--- src/rtl/rv32imf_prefetch_controller.sv ---
// Fetch request controller in front of the prefetch FIFO: issues word-aligned requests bounded by free
// FIFO space, drops stale responses after a redirect. Optional macro: RV32IMF_PREFETCH_BYPASS_EN.
module rv32imf_prefetch_controller #(
    parameter int DEPTH = 4,
    parameter int CNT_W = $clog2(DEPTH) + 1
) (
    input  logic             clk_i,
    input  logic             rst_ni,
    input  logic             req_i,
    input  logic             branch_i,
    input  logic [31:0]      branch_addr_i,
    output logic             busy_o,
    output logic             trans_valid_o,
    input  logic             trans_ready_i,
    output logic [31:0]      trans_addr_o,
    input  logic             resp_valid_i,
    input  logic [31:0]      resp_rdata_i,
    output logic             fetch_valid_o,
    input  logic             fetch_ready_i,
    output logic [31:0]      fetch_rdata_o,
    output logic             fifo_flush_o,
    output logic             fifo_push_o,
    output logic             fifo_pop_o,
    input  logic [CNT_W-1:0] fifo_cnt_i,
    input  logic             fifo_empty_i,
    input  logic [31:0]      fifo_rdata_i
);

    localparam logic [0:0] IDLE        = 1'b0;
    localparam logic [0:0] BRANCH_WAIT = 1'b1;
    localparam logic [CNT_W-1:0] CNT_ONE = CNT_W'(1);

    logic [0:0]       state_q, state_d;
    logic [31:0]      addr_q, addr_d;
    logic [CNT_W-1:0] cnt_q, cnt_d;
    logic [CNT_W-1:0] flush_cnt_q, flush_cnt_d;
    logic [CNT_W:0]   occupancy;
    logic [31:0]      branch_target;
    logic             credit;
    logic             accept;
    logic             resp_cnt;
    logic             drop;
    logic             bypass;

    assign branch_target = {branch_addr_i[31:2], 2'b00};
    assign occupancy     = {1'b0, fifo_cnt_i} + {1'b0, cnt_q};
    assign credit        = occupancy < (CNT_W + 1)'(DEPTH);
    // A response with nothing outstanding is ignored by the counters.
    assign resp_cnt      = resp_valid_i && (cnt_q != '0);
    assign drop          = (flush_cnt_q != '0) || branch_i;

`ifdef RV32IMF_PREFETCH_BYPASS_EN
    assign bypass = resp_valid_i && !drop && fifo_empty_i && fetch_ready_i;
`else
    assign bypass = 1'b0;
`endif

    // In BRANCH_WAIT addr_q holds target-4, so the sequential expression yields the pending target.
    always_comb begin
        trans_valid_o = 1'b0;
        trans_addr_o  = {addr_q[31:2], 2'b00} + 32'd4;
        if (branch_i) begin
            trans_valid_o = 1'b1;
            trans_addr_o  = branch_target;
        end else if (state_q == BRANCH_WAIT) begin
            trans_valid_o = 1'b1;
        end else begin
            trans_valid_o = req_i && credit;
        end
    end

    assign accept = trans_valid_o && trans_ready_i;

    always_comb begin
        state_d = state_q;
        if (branch_i || (state_q == BRANCH_WAIT)) begin
            state_d = trans_ready_i ? IDLE : BRANCH_WAIT;
        end

        addr_d = addr_q;
        if (accept) begin
            addr_d = trans_addr_o;
        end else if (branch_i) begin
            addr_d = branch_target - 32'd4;
        end

        cnt_d = cnt_q;
        if (accept && !resp_cnt) begin
            cnt_d = cnt_q + CNT_ONE;
        end else if (!accept && resp_cnt) begin
            cnt_d = cnt_q - CNT_ONE;
        end

        flush_cnt_d = flush_cnt_q;
        if (branch_i) begin
            flush_cnt_d = cnt_q - (resp_cnt ? CNT_ONE : '0);
        end else if (resp_valid_i && (flush_cnt_q != '0)) begin
            flush_cnt_d = flush_cnt_q - CNT_ONE;
        end
    end

    always_ff @(posedge clk_i or negedge rst_ni) begin
        if (!rst_ni) begin
            state_q     <= IDLE;
            addr_q      <= 32'hFFFF_FFFC;
            cnt_q       <= '0;
            flush_cnt_q <= '0;
        end else begin
            state_q     <= state_d;
            addr_q      <= addr_d;
            cnt_q       <= cnt_d;
            flush_cnt_q <= flush_cnt_d;
        end
    end

    assign fifo_flush_o  = branch_i;
    assign fifo_push_o   = resp_valid_i && !drop && !bypass;
    assign fifo_pop_o    = fetch_ready_i && !fifo_empty_i && !branch_i;
    assign fetch_valid_o = (!fifo_empty_i || bypass) && !branch_i;
    assign fetch_rdata_o = bypass ? resp_rdata_i : fifo_rdata_i;
    assign busy_o        = (cnt_q != '0) || trans_valid_o;

endmodule

--- config.mk ---
export PLATFORM = sky130hd
export DESIGN_NAME = rv32imf_prefetch_controller
export DESIGN_NICKNAME = d
export VERILOG_FILES = /design/src/rtl/rv32imf_prefetch_controller.sv
export SDC_FILE = /design/constraint.sdc
export NUM_CORES = 1
export LEC_CHECK = 0
export BUFFER_PORTS_ARGS = -buffer_cell sky130_fd_sc_hd__buf_2
export CAP_MARGIN = 20
export CORE_MARGIN = 1
export CORE_UTILIZATION = 51
export DETAILED_ROUTE_END_ITERATION = 8
export PLACE_DENSITY = 0.91
export SYNTH_ARGS = -nofsm -noshare
export SYNTH_HDL_FRONTEND = slang
export SYNTH_SLANG_ARGS = --single-unit
--- constraint.sdc ---
create_clock -name clk_i -period 4.5 [get_ports clk_i]
set_input_delay 0.225 -clock clk_i [delete_from_list [all_inputs] [get_ports clk_i]]
set_output_delay 0.225 -clock clk_i [all_outputs]
set_load 0.01 [all_outputs]
==> flow_summary_export.csv <==
group,metric,value,unit
global_route,gr-total-overflow,0,
floorplanning,ios,177,
finish,nets,614,
critical_path,critical_path_arrival,3280,ps
critical_path,cp_max_fo,13,
drt,via_per_inst,5.74,
finish,drive_above_1_share,0.261,
floorplanning,core,0.00687,mm^2
timing,clock.fmax,327,MHz
drt,firstDrtPassIters,7,
critical_path,crit_path_end_kind,"flip-flop",
hold_path,hold_path.class,"in2async",
power,p_sw,0.000463,W
critical_path,critPathLaunchType,"flip-flop",
timing,final.min_clock_period,3050,ps
power,pwr-share-clk,0.268,
clocking,hold_buffers,0,
finish,layout.cells.most_common,"buf_2",
placement,io_buffers,76,
drt,drtIter0Drc,263,
drt,drc,0,
timing,finalClockSkew,5.44,ps
power,cellPowerDensity,329,mW/mm^2
global_route,antenna_found_initial,0,
clocking,cts_setup_buffers,0,
floorplanning,rows,30,
finish,diodes,0,
run_status,outcome,"complete, no violations",
logic_synthesis,ys_warn_count,0,
clocking,cts_resized,0,
timing,setup_violations,0,
floorplanning,die_x,87.0,um
logic_synthesis,yosysSeqAreaShare,0.262,
clocking,cts_buffers,5,
logic_synthesis,async_reset_ff_frac,1.00,
timing,worstMarginPinSlew,864,ps
drt,wl_met1,3900,um
logic_synthesis,synth_edf_count,0,
clocking,cts_max_path_buffers,2,
timing,tns,0,ps
power,combPwrFrac,0.341,
logic_synthesis,syn_inst,465,
clocking,insertion_delay,300,ps
critical_path,ff2ff_setup_slack,1450,ps
floorplanning,die_h,87.0,um
logic_synthesis,synth_cell_types,48,
drt,drt.antenna.violating_nets,0,
logic_synthesis,ys_ff_latch,37,
floorplanning,die_area,0.00756,mm^2
finish,area_growth,8.67,%
drt,wl_met3,733,um
timing,report.final.slew_viol_count,0,
global_route,grt_pass1_wl,15200,um
power,internal_power,0.000853,W
clocking,h-tree-depth,2,
flow_run,drv_cap,0,
clocking,cts-root-buf,"clkbuf_8",
global_route,grt_pass1_vias,3271,
placement,place.gp.congestion,0.911,
finish,final_cell_mix,"buf_2 (76), nand2_1 (59), xnor2_1 (47)",
floorplanning,initial_utilization,0.536,
timing,rsz0062_at_grt,"false",
clocking,cts_sinks,37,
logic_synthesis,syn_area_per_cell,7.92,um^2
timing,period_share,0.679,
logic_synthesis,synth_top_flop_cell,"dfstp_2",
power,p_seq_frac,0.391,
clocking,cts_tree,"built",
global_route,grt_usage,0.255,
drt,wl,9190,um
logic_synthesis,syn_area,0.00368,mm^2
drt,dr_wl_met2,4320,um
critical_path,required,4730,ps
drt,wl_per_cell,15.5,um
timing,hold_violations,0,
power,leakagePower,1.59,nW
drt,num_vias,3412,
placement,pre_cts_ws,1510,ps
placement,dp_hpwl,6700,um
clocking,clkSlewWorstSetupHoldPaths,80,ps
global_route,grt_max_degree,87,
drt,highest_layer,"met4",
timing,setup_ws,1450,ps
power,p_sw_frac,0.352,
power,irDropWorstVdd,0.000181,V
timing,relSlewSlack,0.424,
critical_path,crit_type,"reg2reg",
==> kinds of logic (layout without fill, tap and decap cells) <==
| group | Yosys count | after routing | synth area share |
|---|---|---|---|
| mux | 17 | 17 | 0.0476 |
| compound gates | 69 | 69 | 0.112 |
| xor+xnor | 76 | 76 | 0.181 |
| fa+ha+maj | 10 | 10 | 0.0360 |
| flops | 37 | 37 | 0.262 |
| simple gates | 183 | 183 | 0.250 |
| other cells | 1 | 2 | 0.00102 |
| buf+inv | 72 | 104 | 0.111 |
==> Yosys cell counts (2+ instances only) <==
library cell	instances	area [um^2]
nor2_1	33	124
mux2_2	4	45.0
nand2b_1	3	18.8
a21oi_1	9	45.0
xnor2_1	47	412
o21ai_0	41	205
inv_1	15	56.3
nand3b_1	2	15.0
nand2_1	59	221
or3_1	6	37.5
or4_1	2	15.0
and2_1	3	18.8
dfrtp_1	7	175
o21a_1	2	15.0
and3_1	6	37.5
or2_2	2	12.5
a21o_1	7	52.6
a211oi_1	3	22.5
mux2i_1	13	130
clkbuf_1	18	67.6
nor3_1	14	70.1
xor2_1	29	254
buf_1	2	7.51
ha_1	9	113
nand3_1	19	95.1
buf_4	35	263
dfstp_2	30	788
nand4_1	10	62.6
nor4_1	16	100
==> flip-flops by register name, indices dropped and copies added, names as in the netlist <==
register,cells
state_q,1
addr_q,30
cnt_q,3
flush_cnt_q,3
==> metrics by stage <==
step | hold slack, ps | area, um^2 | utilization | power (W) | cells
global route | 90.6 | 4000 | 0.582 | 0.00140 | 594
global placement | 370 | 3870 | 0.563 | 0.000938 | 586
CTS | 60.1 | 4000 | 0.582 | 0.00132 | 594
detailed placement | 384 | 3870 | 0.563 | 0.000966 | 586
floorplan | -70.6 | 3680 | - | 0.000843 | 466
finish | 26.1 | 4000 | 0.582 | 0.00132 | 594
==> critical path: stages (launching register included) <==
cell and delay (ps):
dfrtp_1 440, ha_1 290, nor4b_1 300, a21boi_0 180, inv_1 170, nand2_1 330, inv_1 190, ha_1 210
inv_1 60, fa_1 370, xor2_1 150, nor2_1 110, xor2_1 160
==> power groups by stage <==
stage	clock (W)	sequential (W)	combinational [W]
6_report	0.000353	0.000515	0.000449
5_1_grt	0.000366	0.000525	0.000513
3_3_place_gp	0	0.000512	0.000425
4_1_cts	0.000354	0.000514	0.000451
2_1_floorplan	0	0.000494	0.000349
3_5_place_dp	0	0.000519	0.000447
==> per-layer routing <==
metal / global-route usage / up-vias
met3: 0.0427 / 30
met2: 0.428 / 171
met1: 0.328 / 1589
met5: 0 / -
met4: 0.0924 / 0
li1: - / 1622
==> worst paths after layout <==
| path | end | cells after the start | start |
|---|---|---|---|
| setup / recovery | cnt_q[2]$_DFFE_PN0P_ | 12 | cnt_q[2]$_DFFE_PN0P_ |
| hold / removal | flush_cnt_q[2]$_DFFE_PN0P_ | 1 | rst_ni |
| setup reg to reg | cnt_q[2]$_DFFE_PN0P_ | 12 | cnt_q[2]$_DFFE_PN0P_ |
| hold reg to reg | state_q$_DFFE_PN0P_ | 2 | state_q$_DFFE_PN0P_ |
| max in group asynchronous | cnt_q[0]$_DFFE_PN0P_ | 1 | rst_ni |
| min in group clk_i | state_q$_DFFE_PN0P_ | 3 | branch_i |
==> area by class of cell <==
type                            instances  area, um^2
Fill cell                             616        2870
Clock inverter                          3        65.1
Tap cell                               96         120
Clock buffer                            5        68.8
Timing Repair Buffer                   80         410
Multi-Input combinational cell        357        2310
Inverter                               16        60.1
Sequential cell                        37         963
(Power assumes the default switching activity.)
